$ cat config.mk
export PLATFORM = sky130hd
export DESIGN_NAME = keypad_scanner
export DESIGN_NICKNAME = d
export VERILOG_FILES = /design/src/rtl/keypad_scanner.sv
export SDC_FILE = /design/constraint.sdc
export NUM_CORES = 1
export LEC_CHECK = 0
export ABC_AREA = 1
export BUFFER_PORTS_ARGS = -buffer_cell sky130_fd_sc_hd__buf_2
export CORE_MARGIN = 1.5
export CORE_UTILIZATION = 45
export DETAILED_ROUTE_END_ITERATION = 8
export MAX_ROUTING_LAYER = met4
export PLACE_DENSITY = 0.69
export SLEW_MARGIN = 20
export SYNTH_ARGS = -nofsm -noshare
export SYNTH_HDL_FRONTEND = slang
export SYNTH_SLANG_ARGS = --single-unit
$ cat constraint.sdc
create_clock -name clock -period 4.25 [get_ports clock]
set_clock_uncertainty 0.1 [all_clocks]
set_input_delay 0.2125 -clock clock [delete_from_list [all_inputs] [get_ports clock]]
set_output_delay 0.2125 -clock clock [all_outputs]
set_load 0.02 [all_outputs]
$ cat src/rtl/keypad_scanner.sv
// Column scanner and row debouncer for a 4x4 active-low keypad.
// Presents a stable row pattern and column index to the downstream hex encoder.
module keypad_scanner #(
  parameter int SCAN_DIV = 1000,
  parameter int DEBOUNCE = 50000
) (
  input  logic       clock,
  input  logic       reset,
  input  logic [3:0] rows,
  output logic [3:0] col_drive,
  output logic [1:0] counter,
  output logic [3:0] keyboard,
  output logic       key_valid,
  output logic       key_held
);

  localparam int DW = $clog2(SCAN_DIV);
  localparam int SW = $clog2(DEBOUNCE);
  localparam logic [DW-1:0] DWELL_LAST  = DW'(SCAN_DIV - 1);
  localparam logic [SW-1:0] STABLE_LAST = SW'(DEBOUNCE - 1);

  typedef enum logic [1:0] {
    S_SCAN,
    S_DEBOUNCE,
    S_HOLD,
    S_RELEASE
  } state_t;

  state_t        r_state;
  logic [DW-1:0] r_dwell;
  logic [SW-1:0] r_stable;
  logic [3:0]    r_cand;
  logic [3:0]    r_sync1;
  logic [3:0]    r_srow;
  logic [3:0]    r_col_drive;
  logic [1:0]    r_counter;
  logic [3:0]    r_keyboard;
  logic          r_accept;
  logic          r_key_valid;
  logic          r_key_held;

  logic       w_single;
  logic [3:0] w_next_col;

  assign w_single   = (r_srow == 4'b1110) || (r_srow == 4'b1101) ||
                      (r_srow == 4'b1011) || (r_srow == 4'b0111);
  assign w_next_col = {r_col_drive[2:0], r_col_drive[3]};

  // NOTE: sequential state uses non-blocking assignments so every flop samples pre-edge values.
  always_ff @(posedge clock) begin
    if (reset) begin
      r_sync1 <= 4'b1111;
      r_srow  <= 4'b1111;
    end else begin
      r_sync1 <= rows;
      r_srow  <= r_sync1;
    end
  end

  always_ff @(posedge clock) begin
    if (reset) begin
      r_state     <= S_SCAN;
      r_dwell     <= '0;
      r_stable    <= '0;
      r_cand      <= 4'b1111;
      r_col_drive <= 4'b1110;
      r_counter   <= 2'd0;
      r_keyboard  <= 4'b1111;
      r_accept    <= 1'b0;
      r_key_valid <= 1'b0;
      r_key_held  <= 1'b0;
    end else begin
      // The pulse trails acceptance by one cycle so it lines up with the encoder's registered hex_out.
      r_accept    <= 1'b0;
      r_key_valid <= r_accept;
      case (r_state)
        S_SCAN: begin
          if (r_dwell == DWELL_LAST) begin
            if (w_single) begin
              r_cand   <= r_srow;
              r_stable <= '0;
              r_state  <= S_DEBOUNCE;
            end else begin
              r_dwell     <= '0;
              r_col_drive <= w_next_col;
              r_counter   <= r_counter + 2'd1;
            end
          end else begin
            r_dwell <= r_dwell + DW'(1);
          end
        end
        S_DEBOUNCE: begin
          if (r_srow == r_cand) begin
            if (r_stable == STABLE_LAST) begin
              r_keyboard <= r_cand;
              r_key_held <= 1'b1;
              r_accept   <= 1'b1;
              r_state    <= S_HOLD;
            end else begin
              r_stable <= r_stable + SW'(1);
            end
          end else begin
            r_dwell     <= '0;
            r_col_drive <= w_next_col;
            r_counter   <= r_counter + 2'd1;
            r_state     <= S_SCAN;
          end
        end
        S_HOLD: begin
          if (r_srow != r_cand) begin
            r_stable <= '0;
            r_state  <= S_RELEASE;
          end
        end
        S_RELEASE: begin
          if (r_srow == 4'b1111) begin
            if (r_stable == STABLE_LAST) begin
              r_keyboard  <= 4'b1111;
              r_key_held  <= 1'b0;
              r_dwell     <= '0;
              r_col_drive <= w_next_col;
              r_counter   <= r_counter + 2'd1;
              r_state     <= S_SCAN;
            end else begin
              r_stable <= r_stable + SW'(1);
            end
          end else if (r_srow == r_cand) begin
            r_state <= S_HOLD;
          end else begin
            r_stable <= '0;
          end
        end
        default: r_state <= S_SCAN;
      endcase
    end
  end

  assign col_drive = r_col_drive;
  assign counter   = r_counter;
  assign keyboard  = r_keyboard;
  assign key_valid = r_key_valid;
  assign key_held  = r_key_held;

endmodule

==> impl_metrics.toml, run 1 <==
[clock_network]
clk_latency_ns = 0.31
postCtsSetupRepairBufs = 0
tritoncts = "yes"
htree_levels = 2
cts_buffer_depth = 2
ctsHoldBuffers = 4
clock-sinks = 53
cts_buffers = 5
cts_resized = 0
clockRootBuffer = "clkbuf_8"
path_clk_slew_ns = 0.09

[timing]
fmax_mhz = 422
relSlewSlack_pct = 55.1
finalHoldViolations = 0
fin_crit_ns = 2.37
finalCritPeriodShare_pct = 55.8
tightest_slew_ns = 0.673
finalSetupTns_ns = 0
setup_viol_count_final = 0
rsz0062_at_grt = "no"
setup_ws_ns = 1.88
maxSlewViolCount = 0

[yosys]
netlist_instances = 467
synth_enable_flop_cells = 0
synth_area_sq_um = 3140
synth_mux_area_share_pct = 0
synth_top_family_by_area = "simple AND/OR/NAND/NOR gates"
synth-main-ff-cell = "dfxtp_1"
async_flop_share_pct = 0
synth-simple-area-share_pct = 45.4
yosys_warnings = 0
synth_compound_gate_area_share_pct = 11.6
avgSynthCellArea_sq_um = 6.72
ys_seq_area_share_pct = 33.8
synth_nets = 475
yosys_register_bits = 53
synth-adder-area-share_pct = 0.797
synth_xor_area_share_pct = 0.837
yosysUniqueCellTypes = 33

[worst_setup_path]
critPathTopFamily = "simple AND/OR/NAND/NOR gates"
crit_chain = "inv_2 -> nor2_2 -> nand3_1 -> nand4_1 -> nand2_1 -> a21oi_1"
worstRegToRegCells = 6
cp_slowest_stage_delay_ns = 0.64
setup.worst_path.class = "reg2reg"
cp_num_buf_inv = 1
crit_arrival_ns = 2.50
critical_path_depth = 6
start_kind = "flop"
critPathCaptureType = "flop"
crit_slowest_cell = "dfxtp_1"
path_max_fanout = 14
required_ns = 4.38

[pwr]
power.leakage_nw = 1.44
ir_worst_vdd_mv = 0.139
powerDensity_nw_per_um2 = 264

[grt]
gr-total-overflow = 0
grt_pass1_wl_um = 11400
antenna_found_initial = 0
grt_start_max_net_pins = 33
first_global_vias = 2587
grtUsageTotal_pct = 19.4

[final_layout]
drive_above_1_share_pct = 16.3
fill_cells = 686
nets = 491
stdcell_area_sq_um = 3400
antennaDiodeCount = 0
areaGrowthSynthToFinish_pct = 8.37
seqCellArea_sq_um = 1060
multi_input_area_sq_um = 1840

[run_status]
status = "finished, final reports clean"

[die]
initial_core_util_pct = 46.4
core-area_sq_um = 6760
die_x_um = 86.5
fp.dieH_um = 86.5
dieArea_sq_um = 7480
boundaryPins = 18
rows = 30

[place]
dpl_cell_area_sq_um = 3250
numPortBuffers = 17
routabilityCongestion = 0.880
pre_cts_ws_ns = 1.97
dpl.hpwl_um = 4840

[drt]
drt-initial-drc-count = 139
ant_nets = 0
drc = 0
via_count = 2953
viasPerCell = 5.24
post_drt_wl_per_cell_um = 12.2
drt_wl_total_um = 6860
dr.pass1.iters = 5

[run]
drv_cap = 0

[min_path]
worstHoldPathType = "in2reg"
whs_path_depth = 2
## kinds of logic (layout without fill, tap and decap cells)
kind of cell | Yosys count | count (layout)
AO/OA/AOI/OAI | 60 | 60
XOR/XNOR | 3 | 3
adder cells (fa/ha/maj) | 2 | 2
buffers and inverters | 56 | 73
flip-flops | 53 | 53
AND/OR/NAND/NOR | 293 | 293
## layer usage
metal / vias up / wire (um) / GRT usage, %
li1: 1550 / - / -
met1: 1339 / 3270 / 23.1
met2: 58 / 3310 / 33.6
met3: 6 / 200 / 3.14
met4: 0 / 73 / 5.72
met5: - / 0 / -
## path summary, 6_finish.rpt
path / endpoint / slack, ns / startpoint
setup / recovery: r_dwell[7] / 1.88 / r_state[0]
hold / removal: key_valid / 0.30 / reset
setup reg to reg: r_dwell[7] / 1.88 / r_state[0]
hold reg to reg: key_valid / 0.32 / r_accept
## cells in the final DEF (no fill, tap or decap), types with 2 or more instances in the layout
cell and count:
or2_2 9, o21ai_1 6, o211ai_1 4, nand2_1 146, nand4_1 14, clkbuf_8 5, o21bai_1 5, nand2_2 12
nand3b_1 2, nor2_1 46, ha_1 2, a21oi_2 6, inv_2 9, nand3b_4 3, o2111a_1 2, nor2_4 4
nor3_1 4, inv_1 35, dfxtp_1 53, nand3_1 38, buf_2 17, dlygate4sd3_1 4, xnor2_1 2, a21oi_1 28
nor3b_1 2, o21ai_0 8, nor2_8 2, nor2_2 4, nand3_2 5
## cell usage after synthesis, types with 4 or more instances
cell	number	area, sq um
nor2_4	4	45.0
nand4_1	14	87.6
o21bai_1	5	37.5
nand3_2	5	50.1
or2_2	9	56.3
nand2_2	12	75.1
clkbuf_1	4	15.0
dfxtp_1	53	1060
a21oi_1	28	140
a21oi_2	6	52.6
o21ai_1	6	30.0
nor3_1	4	20.0
inv_2	9	33.8
nand2_1	146	548
nor2_2	4	25.0
o211ai_1	4	30.0
buf_2	5	25.0
inv_1	35	131
nor2_1	46	173
nand3_1	38	190
o21ai_0	8	40.0
## stage by stage
step | power (mW) | hold slack, ns | utilization (%) | cells
6_report | 0.898 | 0.297 | 50.3 | 564
5_1_grt | 0.944 | 0.330 | 50.3 | 564
4_1_cts | 0.915 | 0.297 | 50.3 | 564
3_5_place_dp | 0.565 | 0.296 | 48.1 | 552
3_3_place_gp | 0.565 | 0.294 | 48.1 | 552
2_1_floorplan | 0.556 | 0.216 | - | 467
## worst reg2reg max path, delay by kind of cell (launching register included)
kind	cells	cell delay [ns]
buf+inv	1	0.14
simple gates	4	1.26
flops	1	0.64
compound gates	1	0.16
## registers in the layout, indices dropped and copies added (netlist names)
| register | flops |
|---|---|
| col_drive | 4 |
| key_valid | 1 |
| counter | 2 |
| keyboard | 4 |
| r_dwell | 10 |
| r_state | 2 |
| key_held | 1 |
| r_accept | 1 |
| r_sync1 | 4 |
| r_cand | 4 |
| r_srow | 4 |
| r_stable | 16 |
## layout make-up
class	count	share of cell area, %
inverters	44	4.86
well taps	80	2.94
flip-flops and latches	53	31.2
clock inverters	2	1.14
multi-input cells	358	54.0
clock buffers	6	2.13
repair buffers	21	3.68
## power by group
part	leakage, nW	internal (mW)	switching [mW]
combinational	0.957	0.0186	0.0320
clock	0.0554	0.177	0.164
sequential	0.430	0.502	0.00395
total	1.44	0.698	0.200
(Power assumes the default switching activity.)
==> run 2, diff against run 1 <==
ABC_AREA = 0   (was 1)
PLACE_DENSITY = 0.72   (was 0.69)
clock period = 2.08 ns   (was 4.25 ns; I/O delays follow)
==> impl_metrics.toml, run 2 <==
[yosys]
synth_mux_area_share_pct = 7.19
ys_seq_area_share_pct = 38.6
synth_nets = 320
yosys.area.top_type = "dfxtp_1"
synth_compound_gate_area_share_pct = 21.6
yosysUniqueCellTypes = 53
synth-adder-area-share_pct = 0.911
netlist_instances = 312
synth_enable_flop_cells = 0
yosys_register_bits = 53
avgSynthCellArea_sq_um = 8.81
synth_top_family_by_area = "simple AND/OR/NAND/NOR gates"
synth-simple-area-share_pct = 25.2
synth_xor_area_share_pct = 1.59
synth_area_sq_um = 2750
post-synth-top-count-cell = "dfxtp_1"
netlist_top_cells_area = "dfxtp_1, mux2i_1, o311ai_0"
synth-main-ff-cell = "dfxtp_1"
async_flop_share_pct = 0
synth_common_cells = "dfxtp_1, nand2_1, a21oi_1, nor2_1, mux2i_1"
yosys_warnings = 0
synth_top_area_share_pct = 38.6

[pwr]
ir_worst_vdd_mv = 0.397
pwr-share-comb_pct = 18.9
internal_power_mw = 1.48
power.leakage_nw = 1.48
swShare_pct = 29.8
total_power_mw = 2.11
power_switching_mw = 0.628
clkPwrFrac_pct = 30.3
power_frac_seq_pct = 50.8
powerDensity_nw_per_um2 = 564

[final_layout]
areaGrowthSynthToFinish_pct = 35.8
fill_cells = 479
antennaDiodeCount = 0
nets = 390
regMostFlops = "r_stable"
stdcell_area_sq_um = 3730
reg.largest.list = "r_stable x16, r_dwell x10"
final_common_cell = "buf_4"
largest_register_ffs = 16
drive_above_1_share_pct = 38.6
layout_common_cells = "buf_4, dfxtp_1, nand2_1, nor2_1, buf_2"

[grt]
gr-total-overflow = 0
first_global_vias = 2354
grt_start_max_net_pins = 33
antenna_found_initial = 0
grtUsageTotal_pct = 22.4
grt_pass1_wl_um = 11000

[timing]
fin_crit_ns = 2.30
setup_viol_count_final = 22
rsz0062_at_grt = "yes"
tightest_slew_ns = 0.616
finalHoldViolations = 0
fmax_mhz = 434
setup_ws_ns = -0.222
finalCritPeriodShare_pct = 111
relSlewSlack_pct = 58.9
maxSlewViolCount = 0

[place]
dpl.hpwl_um = 4850
numPortBuffers = 17
routabilityCongestion = 0.909
dpl_cell_area_sq_um = 3300

[drt]
drt_wl_total_um = 7270
drt-initial-drc-count = 160
ant_nets = 0
drc = 0
via_count = 2737
dr.pass1.iters = 5
viasPerCell = 5.98
post_drt_wl_per_cell_um = 15.9

[worst_setup_path]
crit_arrival_ns = 2.42
required_ns = 2.20
reg2reg_slack_ns = -0.22
critPathCaptureType = "flop"
path_max_fanout = 4
start_kind = "flop"
setup.worst_path.class = "reg2reg"

[die]
rows = 28
die_x_um = 81.1
fp.dieH_um = 81.1
initial_core_util_pct = 46.4
core-area_sq_um = 5920
boundaryPins = 18
dieArea_sq_um = 6580

[clock_network]
clockRootBuffer = "clkbuf_8"
htree_levels = 2
cts_buffer_depth = 2
cts_buffers = 5
tritoncts = "yes"
clk_latency_ns = 0.33
path_clk_slew_ns = 0.11
clock-sinks = 53

[min_path]
worstHoldPathType = "in2reg"

[run_status]
status = "complete, but fails checks"
violations = "setup timing"

[run]
drv_cap = 0
[run 2: cell types whose count changed after synthesis, sizes merged, moves of 8 or more]
cell,before,now
nand3,44,12
nor2,56,18
a311oi,0,8
inv,44,11
a21oi,34,17
nand2,158,25
o311ai,0,12
mux2i,0,16
clkbuf,4,14
[run 2: cell families after synthesis]
logic type               Yosys count
adder cells (fa/ha/maj)            2
flip-flops                        53
AND/OR/NAND/NOR                  120
XOR/XNOR                           5
multiplexers                      19
AO/OA/AOI/OAI                     82
buffers and inverters             31
[run 2: final timing paths]
check                    start    endpoint  depth (start not counted)
hold reg to reg     r_sync1[0]   r_srow[0]                          1
setup / recovery  r_stable[11]  counter[1]                          5
setup reg to reg  r_stable[11]  counter[1]                          5
hold / removal           reset    key_held                          3
[run 2: worst max-delay path: stages (launching register included)]
cell     delay (ns)
dfxtp_2        0.34
or4b_4         0.53
or4_4          0.62
nor2_8         0.14
o211a_1        0.17
mux2_4         0.30
[run 2: power by group through the flow]
stage	logic, mW	clock network, mW	registers [mW]
5_1_grt	0.426	0.697	1.07
2_1_floorplan	0.193	0	1.10
6_report	0.398	0.638	1.07
3_3_place_gp	0.325	0	1.09
4_1_cts	0.354	0.650	1.07
3_5_place_dp	0.337	0	1.09
[run 2: through the flow]
| step | setup TNS [ns] | util (%) | setup WS, ns | instances | hold WS (ns) |
|---|---|---|---|---|---|
| finish | -2.95 | 63.0 | -0.222 | 458 | 0.201 |
| global route | -4.11 | 63.0 | -0.247 | 458 | 0.218 |
| CTS | -2.81 | 59.6 | -0.218 | 455 | 0.170 |
| detailed placement | -3.07 | 55.8 | -0.215 | 440 | 0.195 |
| global placement | -2.18 | 55.8 | -0.184 | 440 | 0.188 |
| floorplan | -1.27 | - | -0.211 | 312 | 0.108 |
[run 2: final cells by class]
| class | instances | area [sq um] | share of cell area, % |
|---|---|---|---|
| inverter | 11 | 41.3 | 1.11 |
| sequential | 53 | 1080 | 29.0 |
| multi-input combinational | 228 | 1760 | 47.1 |
| clock inverter | 3 | 28.8 | 0.771 |
| clock buffer | 5 | 68.8 | 1.84 |
| timing repair buffer | 83 | 658 | 17.6 |
| tap | 75 | 93.8 | 2.51 |
[run 2: per-layer routing]
metal | track usage (%) | vias to the layer above | wire length [um]
li1 | - | 1335 | -
met1 | 27.8 | 1311 | 3120
met2 | 36.6 | 82 | 3730
met3 | 4.83 | 9 | 330
met4 | 6.38 | 0 | 80
met5 | - | - | 0
[run 2: timing repair]
item / 4_1_cts / 5_1_grt
setup endpoints to repair: 29 / 40
pin swaps: 5 / 25
gates resized for setup: 22 / 54
endpoints found under the hold margin: 4 / 0
hold buffers: 4 / 0
buffers inserted: 3 / 4
==> run 3, diff against run 2 <==
GPL_TIMING_DRIVEN = 0   (was default)
PLACE_DENSITY = 0.69   (was 0.72)
RECOVER_POWER = 100   (was default)
clock period = 2.69 ns   (was 2.08 ns; I/O delays follow)
==> impl_metrics.toml, run 3 (synthesis gave the netlist of run 2 again) <==
[final_layout]
fin_cells = 416
regMostFlops = "r_stable"
final_common_cell = "dfxtp_1"
areaGrowthSynthToFinish_pct = 9.97
layout_common_cells = "dfxtp_1, clkbuf_1, nand2_1, nor2_1, a21oi_1"
final_util_pct = 51.0
antennaDiodeCount = 0
drive_above_1_share_pct = 9.97
reg.largest.list = "r_stable x16, r_dwell x10"
largest_register_ffs = 16
nets = 348
fill_cells = 583

[timing]
finalCritPeriodShare_pct = 93.5
finalHoldViolations = 0
rsz0062_at_grt = "no"
fin_crit_ns = 2.51
maxSlewViolCount = 0
relSlewSlack_pct = 52.3
setup_viol_count_final = 0
fmax_mhz = 398
tightest_slew_ns = 0.709
finalSetupTns_ns = 0

[drt]
viasPerCell = 6.13
dr.pass1.iters = 5
post_drt_wl_per_cell_um = 15.5
ant_nets = 0
drc = 0
via_count = 2549
drt-initial-drc-count = 217
drt_wl_total_um = 6460

[die]
initial_core_util_pct = 46.4
die_x_um = 81.1
core-area_sq_um = 5920
dieArea_sq_um = 6580
fp.dieH_um = 81.1
boundaryPins = 18
rows = 28

[min_path]
worstHoldPathType = "in2reg"
hold_start = "reset"

[clock_network]
clock-sinks = 53
cts_buffer_depth = 2
cts_buffers = 5
path_clk_slew_ns = 0.10
clk_latency_ns = 0.32
tritoncts = "yes"
clockRootBuffer = "clkbuf_8"
htree_levels = 2

[worst_setup_path]
crit_chain = "or3b_1 -> nor3_4 -> a21boi_1 -> buf_2 -> clkbuf_1 -> nor3_1 -> mux2i_1"
reg2reg_from = "r_dwell[3]"
startpoint = "r_dwell[3]"
start_kind = "flop"
critPathCaptureType = "flop"
cp_slowest_stage_delay_ns = 0.46
setup.worst_path.class = "reg2reg"
crit_slowest_cell = "or3b_1"
crit_arrival_ns = 2.65
path_max_fanout = 10
required_ns = 2.83

[pwr]
power_switching_mw = 0.431
powerDensity_nw_per_um2 = 494
swShare_pct = 28.8
pwr-share-comb_pct = 14.0
ir_worst_vdd_mv = 0.255
power_frac_seq_pct = 55.2
power.leakage_nw = 1.07
internal_power_mw = 1.06
clkPwrFrac_pct = 30.8

[place]
dpl.hpwl_um = 4580
dp.cells = 404
routabilityCongestion = 0.866
numPortBuffers = 17

[grt]
first_global_vias = 2230
gr-total-overflow = 0
antenna_found_initial = 0
grt_start_max_net_pins = 17
grt_pass1_wl_um = 10500
grtUsageTotal_pct = 21.1

[run_status]
status = "finished, final reports clean"

[run]
drv_cap = 0
==> run 3: metrics by stage <==
step	total power, mW	cell area, sq um	hold WS [ns]	worst slack [ns]
2_1_floorplan	0.994	2750	0.138	0.395
3_3_place_gp	1.05	2930	0.215	-0.0167
3_5_place_dp	1.05	2930	0.220	-0.0982
4_1_cts	1.52	3060	0.110	0.139
5_1_grt	1.56	3020	0.182	0.0285
6_report	1.49	3020	0.151	0.175
==> run 3: worst paths after layout <==
kind	cells after the start	end	slack [ns]
worst max-delay path	7	r_stable[12]	0.18
worst min-delay path	3	counter[0]	0.15
worst max register to register	7	r_stable[12]	0.18
worst min register to register	1	r_srow[2]	0.30
==> run 3: power groups by stage <==
stage,logic [mW],clock network [mW],registers [mW]
after floorplan,0.147,0,0.847
after global placement,0.205,0,0.841
after detailed placement,0.208,0,0.843
after CTS,0.215,0.476,0.825
after global routing,0.232,0.498,0.829
final,0.209,0.459,0.825
==> run 3: area by class of cell <==
type                       instances  area [sq um]  share of cell area (%)
buffer                            20          91.3                    3.02
clock buffer                       6          72.6                    2.40
clock inverter                     2          15.0                   0.497
inverter                          11          41.3                    1.37
multi-input combinational        228          1540                    50.9
sequential                        53          1060                    35.1
tap                               75          93.8                    3.11
timing repair buffer              21           109                    3.60
==> run 3: critical path: cells and delay by family, from the launching register on <==
kind	cells	cell delay, ns
AND/OR/NAND/NOR	3	1.06
buffers and inverters	2	0.50
flip-flops	1	0.38
multiplexers	1	0.21
AO/OA/AOI/OAI	1	0.19
==> run 3: repair_timing <==
action / in CTS / in global routing
gates cloned: 0 / 0
pin swaps: 0 / 1
setup buffers: 0 / 0
gates resized for setup: 1 / 0
hold buffers: 4 / 0
endpoints found under the hold margin: 4 / 0
endpoints found under the setup margin: 7 / 3
==> run 3: per-layer routing <==
layer  vias up  global-route usage, %  share of wire [%]
met5         -                      -                  0
met4         0                   5.69                1.2
met3         8                   3.71                4.5
met2        73                   34.3                 48
met1      1218                   26.9                 46
li1       1250                      -                  -
